===== src/rtl/led_seq_ctrl.sv =====
// Purpose : Avalon-MM sequencer that steps a CSR-loaded pattern table out to an LED PIO register.
// Latency : first PIO write the cycle after the start write; steps max(PERIOD,1)+1 cycles apart.
// Backpress: m_waitrequest holds the current write (data stable) and delays only later steps.
module led_seq_ctrl #(
  parameter int          PERIOD_W = 24,
  parameter int          DEPTH    = 8,
  parameter logic [1:0]  PIO_ADDR = 2'b00
) (
  input  logic        clk,
  input  logic        reset_n,
  input  logic [1:0]  address,
  input  logic        read,
  output logic [31:0] readdata,
  input  logic        write,
  input  logic [31:0] writedata,
  output logic [1:0]  m_address,
  output logic        m_write,
  output logic [31:0] m_writedata,
  input  logic        m_waitrequest,
  output logic        busy
);

  localparam int IDX_W = $clog2(DEPTH);

  typedef enum logic [1:0] {S_IDLE, S_XFER, S_WAIT} state_t;

  state_t              r_state;
  state_t              w_next;
  logic [IDX_W-1:0]    r_idx;
  logic [IDX_W-1:0]    r_len;
  logic [PERIOD_W-1:0] r_period;
  logic [PERIOD_W-1:0] r_cnt;
  logic [7:0]          r_wdata;
  logic                r_done;
  logic                r_loop;
  logic                r_stop_pend;
  logic [7:0]          r_table [DEPTH];

  logic                w_ctrl_wr;
  logic                w_per_wr;
  logic                w_len_wr;
  logic                w_pat_wr;
  logic                w_start;
  logic                w_stop;
  logic                w_stop_x;
  logic                w_xfer_done;
  logic                w_last;
  logic                w_set_done;
  logic [PERIOD_W-1:0] w_cnt_load;
  logic                w_unused;

  assign w_ctrl_wr   = write && (address == 2'd0);
  assign w_per_wr    = write && (address == 2'd1);
  assign w_len_wr    = write && (address == 2'd2);
  assign w_pat_wr    = write && (address == 2'd3);
  assign w_start     = w_ctrl_wr && writedata[0];
  assign w_stop      = w_ctrl_wr && !writedata[0];
  // A stop that arrives while stalled is remembered until the transfer finishes.
  assign w_stop_x    = w_stop || r_stop_pend;
  assign w_xfer_done = (r_state == S_XFER) && !m_waitrequest;
  assign w_last      = (r_idx == r_len);
  assign w_set_done  = w_xfer_done && w_last && !r_loop;
  // PERIOD of 0 behaves like 1 so a step always spends at least one cycle in WAIT.
  assign w_cnt_load  = (r_period == '0) ? '0 : r_period - PERIOD_W'(1);
  assign w_unused    = ^{writedata[31:12], writedata[11:8], read};

  assign m_address   = PIO_ADDR;
  assign m_writedata = {24'h0, r_wdata};

  // State register
  always_ff @(posedge clk) begin
    if (!reset_n) r_state <= S_IDLE;
    else          r_state <= w_next;
  end

  // Next-state logic
  always_comb begin
    w_next = r_state;
    case (r_state)
      S_IDLE: if (w_start) w_next = S_XFER;
      S_XFER: begin
        if (w_xfer_done) begin
          if (w_stop_x)               w_next = S_IDLE;
          else if (!w_last || r_loop) w_next = S_WAIT;
          else                        w_next = S_IDLE;
        end
      end
      S_WAIT: begin
        if (w_stop)              w_next = S_IDLE;
        else if (r_cnt == '0)    w_next = S_XFER;
      end
      default: w_next = S_IDLE;
    endcase
  end

  // Output decode
  always_comb begin
    m_write = (r_state == S_XFER);
    busy    = (r_state != S_IDLE);
  end

  // Sequencing datapath: index, period counter, latched LED data, status bits
  always_ff @(posedge clk) begin
    if (!reset_n) begin
      r_idx       <= '0;
      r_cnt       <= '0;
      r_wdata     <= '0;
      r_done      <= 1'b0;
      r_loop      <= 1'b0;
      r_stop_pend <= 1'b0;
    end else begin
      if (r_state == S_IDLE && w_start) begin
        r_idx   <= '0;
        r_wdata <= r_table[0];
      end else if (r_state == S_XFER && w_next == S_WAIT) begin
        r_idx <= w_last ? '0 : r_idx + IDX_W'(1);
        r_cnt <= w_cnt_load;
      end else if (r_state == S_WAIT && w_next == S_XFER) begin
        r_wdata <= r_table[r_idx];
      end else if (r_state == S_WAIT && r_cnt != '0) begin
        r_cnt <= r_cnt - PERIOD_W'(1);
      end

      if (w_start) r_loop <= writedata[1];

      // Completion beats a simultaneous clear.
      if (w_set_done)
        r_done <= 1'b1;
      else if (w_ctrl_wr && (writedata[2] || (w_start && r_state == S_IDLE)))
        r_done <= 1'b0;

      if (r_state != S_XFER || w_xfer_done) r_stop_pend <= 1'b0;
      else if (w_stop)                      r_stop_pend <= 1'b1;
    end
  end

  // Period and length registers; length is clamped to the table size on write
  always_ff @(posedge clk) begin
    if (!reset_n) begin
      r_period <= '0;
      r_len    <= '0;
    end else begin
      if (w_per_wr) r_period <= writedata[PERIOD_W-1:0];
      if (w_len_wr) begin
        if (writedata[3:0] >= 4'(DEPTH - 1)) r_len <= IDX_W'(DEPTH - 1);
        else                                 r_len <= writedata[IDX_W-1:0];
      end
    end
  end

  // Pattern table: contents not reset
  always_ff @(posedge clk) begin
    if (w_pat_wr) r_table[writedata[8 +: IDX_W]] <= writedata[7:0];
  end

  // CSR read mux, zero wait states
  always_comb begin
    readdata = '0;
    case (address)
      2'd0: begin
        readdata[24 +: IDX_W] = r_idx;
        readdata[2]           = r_done;
        readdata[1]           = r_loop;
        readdata[0]           = busy;
      end
      2'd1: readdata[PERIOD_W-1:0] = r_period;
      2'd2: readdata[IDX_W-1:0]    = r_len;
      2'd3: readdata[7:0]          = r_table[r_idx];
      default: readdata = '0;
    endcase
  end

endmodule


===== config.mk =====
export PLATFORM = sky130hd
export DESIGN_NAME = led_seq_ctrl
export DESIGN_NICKNAME = d
export VERILOG_FILES = /design/src/rtl/led_seq_ctrl.sv
export SDC_FILE = /design/constraint.sdc
export NUM_CORES = 1
export LEC_CHECK = 0
export BUFFER_PORTS_ARGS = -buffer_cell sky130_fd_sc_hd__buf_2
export CORE_UTILIZATION = 44
export CTS_CLUSTER_DIAMETER = 150
export DETAILED_ROUTE_END_ITERATION = 12
export PLACE_DENSITY_LB_ADDON = 0.2
export SLEW_MARGIN = 20
export SYNTH_ARGS = -nofsm -noshare
export SYNTH_HDL_FRONTEND = slang
export SYNTH_SLANG_ARGS = --single-unit

===== constraint.sdc =====
create_clock -name clk -period 3.2 [get_ports clk]
set_input_delay 0 -clock clk [delete_from_list [all_inputs] [get_ports clk]]
set_output_delay 0 -clock clk [all_outputs]
set_load 0.005 [all_outputs]

==> results.cfg, run 1 <==
[timing]
final_period_minus_worst_setup_slack_ns = 2.703
slew_headroom_pct = 35.49
finalSetupViolations = 0
report.final.hold_viol_count = 0
grt_setup_unrepaired = false
skew_ns = 0.008903
maxSlewViolCount = 0
timing.hold.ws_ns = 0.02057
max_freq_mhz = 370.0
fin_tns_setup_ns = 0
timing.final.crit_share_pct = 84.46
worst-slew-pin-transition_ns = 0.9641

[die]
core_region_area_um2 = 14750
dieArea_um2 = 15850
die_width_um = 125.9
height_of_the_die_um = 125.9
io_count = 107
fp-row-count = 44
initial_utilization_pct = 45.77

[detailed_routing]
detailedRoute.firstIterationViolations = 508
antenna_left = 0
first_pass_iters = 7
drc_violations = 0
routed_wirelength_um = 17140
vias_per_cell = 5.770
route.vias.total = 5383
wire_per_inst_um = 18.37

[power_and_ir_drop]
power_leakage_nw = 3.073
power.density_nw_per_um2 = 503.3
worst_case_vdd_ir_drop_mv = 0.3397

[clocking]
cts.sink_count = 134
cts_root_buf = sky130_fd_sc_hd__clkbuf_16
clock_path_buffers = 2
post_cts_resized = 0
clk_pin_slew_ns = 0.06
numCtsBuffers = 17
cts.htree.levels = 4
worst_skew_pair.late_latency_ns = 0.42
tritoncts = yes
post_cts.repair.setup_buffers = 0

[cells_and_area]
n_antenna_cell = 0
final_common_cell = sky130_fd_sc_hd__nand2_1
final_cell_mix = 82 x sky130_fd_sc_hd__nand2_1, 70 x sky130_fd_sc_hd__dfxtp_1, 66 x sky130_fd_sc_hd__buf_2
drive_gt1_share_pct = 19.63
nFillCells = 1321
final_nets = 778
growth_of_design_area_from_synthesis_to_finish_pct = 17.69

[worst_setup_path]
crit_fanout = 8
cp-end-kind = flop
timing.reg2reg.worst_path_depth = 7
path_class = reg -> reg
critical_path_arrival_ns = 3.04
element_type_at_the_critical_path_start = flop
timing.critical_path.required_ns = 3.53

[yosys]
synthCells = 646
yosys_warnings = 0
synth_async_sr_flop_share_pct = 0
sequential_fraction_of_the_synthesis_area_pct = 49.21
synth.area.top_cells = sky130_fd_sc_hd__edfxtp_1 28%, sky130_fd_sc_hd__dfxtp_1 21%, sky130_fd_sc_hd__mux4_2 6.3%, sky130_fd_sc_hd__nand2_1 4.6%, sky130_fd_sc_hd__buf_4 3.4%
synth_area_leader_cell = sky130_fd_sc_hd__edfxtp_1
synth_top_flop_cell = sky130_fd_sc_hd__dfxtp_1
yosysUniqueCellTypes = 64
synth-edff-count = 64
synthDominantCellAreaShare_pct = 28.46
netlist_area_pre_place_um2 = 6753
synth_area_per_cell_um2 = 10.45
yosys_register_bits = 134

[status]
status = finished clean

[placement]
gp_routability_congestion = 0.8662
dp.final_hpwl_um = 11570
buffer_ports.inserted = 66

[global_routing]
grt_first_pass_wirelength_um = 27620
grt_max_degree = 38
globalRouteOverflowTotal = 0
track_usage_pct = 22.79
grt_antenna_before_repair = 0
grt_pass1_vias = 5105

[flow_run]
drv_cap = 0

[hold_path]
worst_hold_path_type = in -> reg
min_path_cells = 3
-- logic make-up (layout without fill, tap and decap cells) --
family | after synthesis | after routing | share of synthesized area, %
compound gates | 120 | 120 | 11.97
xor+xnor | 36 | 36 | 4.669
fa+ha+maj | 3 | 3 | 0.5559
buf+inv | 79 | 152 | 6.392
flops | 134 | 134 | 49.21
mux | 32 | 32 | 8.319
other cells | 1 | 31 | 0.05553
simple gates | 241 | 241 | 18.83
-- final cells by class --
class,instances,area (µm²),share of cell area (%)
sequential,134,3323,41.81
multi-input combinational,463,3110,39.14
timing repair buffer,109,715.7,9.005
clock buffer,25,475.5,5.982
tap,184,230.2,2.897
clock inverter,7,51.30,0.6455
inverter,11,41.29,0.5195
-- critical path, stage by stage (launching register included) --
cell and delay [ns]:
sky130_fd_sc_hd__dfxtp_1 0.35, sky130_fd_sc_hd__inv_1 0.07, sky130_fd_sc_hd__ha_1 0.23, sky130_fd_sc_hd__nor4b_2 0.54, sky130_fd_sc_hd__nand4_1 0.33, sky130_fd_sc_hd__nor4_1 0.44, sky130_fd_sc_hd__o21ai_1 0.39, sky130_fd_sc_hd__o2bb2ai_1 0.27
-- what timing repair did --
action	CTS	global route
endpoints found under the setup margin	0	0
hold buffers	25	0
hold endpoints to repair	94	0
-- routing by layer --
metal | track usage (%) | vias up | share of wire, %
li1 | - | 2529 | -
met1 | 32.65 | 2614 | 47
met2 | 34.06 | 222 | 46
met3 | 5.098 | 18 | 6.2
met4 | 7.654 | 0 | 1.3
met5 | 0 | - | 0
-- through the flow --
stage	setup WS (ns)	utilization [%]	area (µm²)	std cells	power, mW
after floorplan	0.9414	-	6865	676	2.158
final	0.4974	53.87	7948	933	4.000
after global placement	0.6189	48.60	7171	876	2.252
after global routing	0.2301	53.87	7948	933	4.139
after detailed placement	0.5442	48.60	7171	876	2.259
after CTS	0.5341	53.87	7948	933	4.012
-- worst paths after layout --
kind                                 start         end  slack, ns
worst min-delay path               reset_n  r_state[1]       0.02
worst max-delay path              r_cnt[0]  r_wdata[1]       0.50
worst min register to register  r_wdata[3]  r_wdata[3]       0.46
worst max register to register    r_cnt[0]  r_wdata[1]       0.50
-- cell usage after synthesis, types with 7 or more instances --
library cell,instances
sky130_fd_sc_hd__nand3_1,12
sky130_fd_sc_hd__nor2_1,33
sky130_fd_sc_hd__xor2_1,13
sky130_fd_sc_hd__or4_1,7
sky130_fd_sc_hd__buf_4,31
sky130_fd_sc_hd__mux2i_1,10
sky130_fd_sc_hd__nor4_1,20
sky130_fd_sc_hd__nand4_1,7
sky130_fd_sc_hd__mux4_2,19
sky130_fd_sc_hd__edfxtp_1,64
sky130_fd_sc_hd__clkbuf_1,25
sky130_fd_sc_hd__a21oi_1,43
sky130_fd_sc_hd__and2_1,21
sky130_fd_sc_hd__nand2_1,82
sky130_fd_sc_hd__buf_2,9
sky130_fd_sc_hd__o21ai_0,12
sky130_fd_sc_hd__o2bb2ai_1,8
sky130_fd_sc_hd__dfxtp_1,70
sky130_fd_sc_hd__nor3_1,17
sky130_fd_sc_hd__xnor2_1,23
sky130_fd_sc_hd__inv_1,10
-- flip-flops by register name (all words and copies together), names as in the netlist, 2 cells and up, named ones only --
signal,flops
r_state,2
r_period,24
r_wdata,8
r_table,64
r_idx,3
r_cnt,24
r_len,3
-- where the power goes --
part / total [mW] / internal (mW) / switching (mW)
Clock: 1.75 / 1.03 / 0.714
Sequential: 1.85 / 1.82 / 0.0284
Combinational: 0.402 / 0.165 / 0.236
Total: 4.00 / 3.02 / 0.979
Note: power is estimated with default switching activity, not from simulation.
==> inputs of run 2 (changes only) <==
--- a/config.mk
+++ b/config.mk
@@ -5,6 +5,7 @@
 export SDC_FILE = /design/constraint.sdc
 export NUM_CORES = 1
 export LEC_CHECK = 0
+export ABC_AREA = 1
 export BUFFER_PORTS_ARGS = -buffer_cell sky130_fd_sc_hd__buf_2
 export CORE_UTILIZATION = 44
 export CTS_CLUSTER_DIAMETER = 150
==> constraint.sdc (replaced) <==
create_clock -name clk -period 2.3 [get_ports clk]
set_input_delay 0 -clock clk [delete_from_list [all_inputs] [get_ports clk]]
set_output_delay 0 -clock clk [all_outputs]
set_load 0.005 [all_outputs]
==> run 2 against run 1 <==
First-iteration DRC count is 5.1% lower. Hold slack improved by 0.016 ns. Critical path depth rose by 4. Wire length is 7.6% higher. Power rose by 47%. Via count grew 24%. Clock skew is essentially flat. Largest cell class is now multi-input gates.
==> results.cfg, run 2 <==
[cells_and_area]
ff_latch_area_um2 = 3323
layout.cells.non_filler = 1315
drive_gt1_share_pct = 13.38
n_antenna_cell = 0
stdcell_area_um2 = 8576
growth_of_design_area_from_synthesis_to_finish_pct = 16.54
largest_register_ffs = 64
final_cell_mix = 208 x sky130_fd_sc_hd__nand2_1, 197 x sky130_fd_sc_hd__nor2_1, 83 x sky130_fd_sc_hd__o21ai_0
final_nets = 1128
final_common_cell = sky130_fd_sc_hd__nand2_1
nFillCells = 1534
area_occupied_by_multi_input_gates_um2 = 3348

[timing]
slew_headroom_pct = 59.75
max_freq_mhz = 501.2
final_period_minus_worst_setup_slack_ns = 1.995
fin_tns_setup_ns = 0
maxSlewViolCount = 0
grt_setup_unrepaired = false
skew_ns = 0.008672
finalSetupViolations = 0
report.final.hold_viol_count = 0
timing.final.crit_share_pct = 86.75
setup_slack_ns = 0.3048
worst-slew-pin-transition_ns = 0.6031

[yosys]
synth_top_flop_cell = sky130_fd_sc_hd__dfxtp_1
synth_area_leader_cell = sky130_fd_sc_hd__edfxtp_1
yosysUniqueCellTypes = 36
sequential_fraction_of_the_synthesis_area_pct = 45.16
dominant_combinational_cell_family_by_area_after_synthesis = simple AND/OR/NAND/NOR gates
synthCells = 992
synth.area.top_cells = sky130_fd_sc_hd__edfxtp_1 26%, sky130_fd_sc_hd__dfxtp_1 19%, sky130_fd_sc_hd__nand2_1 11%, sky130_fd_sc_hd__nor2_1 10%, sky130_fd_sc_hd__o21ai_0 5.6%
synth_simple_gate_area_share_pct = 29.33
netlist_area_pre_place_um2 = 7358
xor_xnor_cell_area_share_of_the_yosys_netlist_pct = 1.666
synth_area_per_cell_um2 = 7.418
synth-compound-area-share_pct = 12.41
synth.most_common_cell = sky130_fd_sc_hd__nand2_1
synth_adder_area_share_pct = 0.5101
synthDominantCellAreaShare_pct = 26.12
yosys_register_bits = 134
netlist_top_cells_count = 208 x sky130_fd_sc_hd__nand2_1, 197 x sky130_fd_sc_hd__nor2_1, 83 x sky130_fd_sc_hd__o21ai_0
synth_async_sr_flop_share_pct = 0
synth-edff-count = 64
yosys_warnings = 0
synth_mux_area_share_pct = 0

[detailed_routing]
wl_met2_um = 7564
antenna_left = 0
wire_per_inst_um = 14.02
first_pass_iters = 6
routedLengthMet1_um = 9575
detailedRoute.firstIterationViolations = 482
highest_layer = met4
drc_violations = 0
detailroute.wirelength.met3_um = 1112
vias_per_cell = 5.077
routed_wirelength_um = 18440
route.vias.total = 6676

[clocking]
tritoncts = yes
numCtsBuffers = 17
cts.sink_count = 134
clock_path_buffers = 2
cts.htree.levels = 4
cts_root_buf = sky130_fd_sc_hd__clkbuf_16
clk_pin_slew_ns = 0.06
worst_skew_pair.late_latency_ns = 0.43

[global_routing]
globalRouteOverflowTotal = 0
grt_first_pass_wirelength_um = 29490
grt_max_degree = 51
grt_pass1_vias = 5782
track_usage_pct = 21.72
grt_antenna_before_repair = 0

[die]
fp-row-count = 46
initial_utilization_pct = 45.66
core_region_area_um2 = 16120
die_width_um = 131.3
io_count = 107
height_of_the_die_um = 131.3
dieArea_um2 = 17240

[worst_setup_path]
worst_path_largest_cell_delay_ns = 0.37
cp-end-kind = flop
worst-r2r-setup-slack_ns = 0.30
cpLargestDelayFamily = buffers and inverters
crit_path_cell_trace = inv_1 -> ha_1 -> nand3_2 -> nor2_4 -> nand3_2 -> nand2_1 -> nand2_1 -> buf_6 -> clkinv_2 -> nand2_1 -> a21oi_1
crit_fanout = 38
timing.reg2reg.worst_path_depth = 11
worstReg2RegEnd = r_cnt[0]
cp_slowest_cell = sky130_fd_sc_hd__dfxtp_1
path_class = reg -> reg
reg2reg_from = r_cnt[0]
element_type_at_the_critical_path_start = flop
critical_path.most_common_cell = sky130_fd_sc_hd__nand2_1
crit_buf_inv = 3
critical_path_arrival_ns = 2.28
timing.critical_path.required_ns = 2.59

[placement]
dp.final_hpwl_um = 12980
gp_routability_congestion = 0.8729
pre_cts_slack_ns = 0.2032
placed_area_um2 = 7789
buffer_ports.inserted = 66
numPlacedInstances = 1259

[hold_path]
hold_start = write
whs_endpoint = r_state[1]
worst_hold_path_type = in -> reg
min_path_cells = 4

[flow_run]
drv_cap = 0

[power_and_ir_drop]
power.density_nw_per_um2 = 683.4
worst_case_vdd_ir_drop_mv = 0.5673
power_leakage_nw = 3.885
post-layout-total-power_mw = 5.860

[status]
status = finished clean
-- run 2: changes by cell type after synthesis, moves of 9 or more --
cell / before / now
sky130_fd_sc_hd__a21oi_1: 43 / 52
sky130_fd_sc_hd__and2_1: 21 / 0
sky130_fd_sc_hd__inv_1: 10 / 82
sky130_fd_sc_hd__mux2i_1: 10 / 0
sky130_fd_sc_hd__mux4_2: 19 / 0
sky130_fd_sc_hd__nand2_1: 82 / 208
sky130_fd_sc_hd__nand3_1: 12 / 69
sky130_fd_sc_hd__nor2_1: 33 / 197
sky130_fd_sc_hd__nor3_1: 17 / 6
sky130_fd_sc_hd__nor4_1: 20 / 0
sky130_fd_sc_hd__o21ai_0: 12 / 83
sky130_fd_sc_hd__o21ai_1: 1 / 14
sky130_fd_sc_hd__xnor2_1: 23 / 6
-- run 2: timing repair --
action / in CTS / in global routing
setup buffers: 0 / 0
hold buffers: 24 / 0
hold endpoints to repair: 78 / 0
resized for setup: 0 / 1
endpoints found under the setup margin: 0 / 5
-- run 2: kinds of logic after synthesis --
logic type	count (synthesis)
AOI/OAI and AO/OA	170
xor gates and xnor gates	14
adders and majority gates	3
buffers and inverters	156
DFF	134
other	1
and+or+nand+nor	514
-- run 2: power by group --
part	internal (mW)	switching, mW	total (mW)
Combinational	0.269	0.488	0.757
Sequential	2.55	0.0380	2.58
Clock	1.40	1.11	2.52
-- run 2: worst max-delay path by stage --
| stage | start | to | depth (start not counted) |
|---|---|---|---|
| after CTS | r_cnt[0] | r_cnt[0] | 11 |
| after floorplan | r_cnt[0] | r_cnt[17] | 11 |
| after global placement | r_cnt[0] | r_cnt[15] | 11 |
| final | r_cnt[0] | r_cnt[0] | 11 |
| after detailed placement | r_cnt[0] | r_cnt[0] | 11 |
| after global routing | r_cnt[0] | r_cnt[12] | 11 |
-- run 2: stage by stage --
step / hold slack [ns] / util, %
6_report: 0.03662 / 53.21
5_1_grt: 0.03669 / 53.21
4_1_cts: 0.01169 / 53.19
3_5_place_dp: 0.2829 / 48.33
3_3_place_gp: 0.2758 / 48.33
2_1_floorplan: 0.09887 / -
-- run 2: area by class of cell --
class,count,share of cell area (%)
clock buffer,18,5.004
clock inverter,14,1.328
inverter,86,3.837
multi-input combinational,732,39.04
sequential,134,38.75
tap,216,3.151
timing repair buffer,115,8.885
-- run 2: worst register-to-register path: cells and delay by family, from the launching register on --
kind                       cells  cell delay [ns]
buffers and inverters          3             0.62
and+or+nand+nor                6             0.55
DFF                            1             0.37
adders and majority gates      1             0.25
AOI/OAI and AO/OA              1             0.07
-- run 2: metal layers --
layer | up-vias | global-route usage [%]
met2 | 238 | 30.47
li1 | 3388 | -
met1 | 3034 | 33.43
met4 | 0 | 5.749
met5 | - | 0
met3 | 16 | 4.360
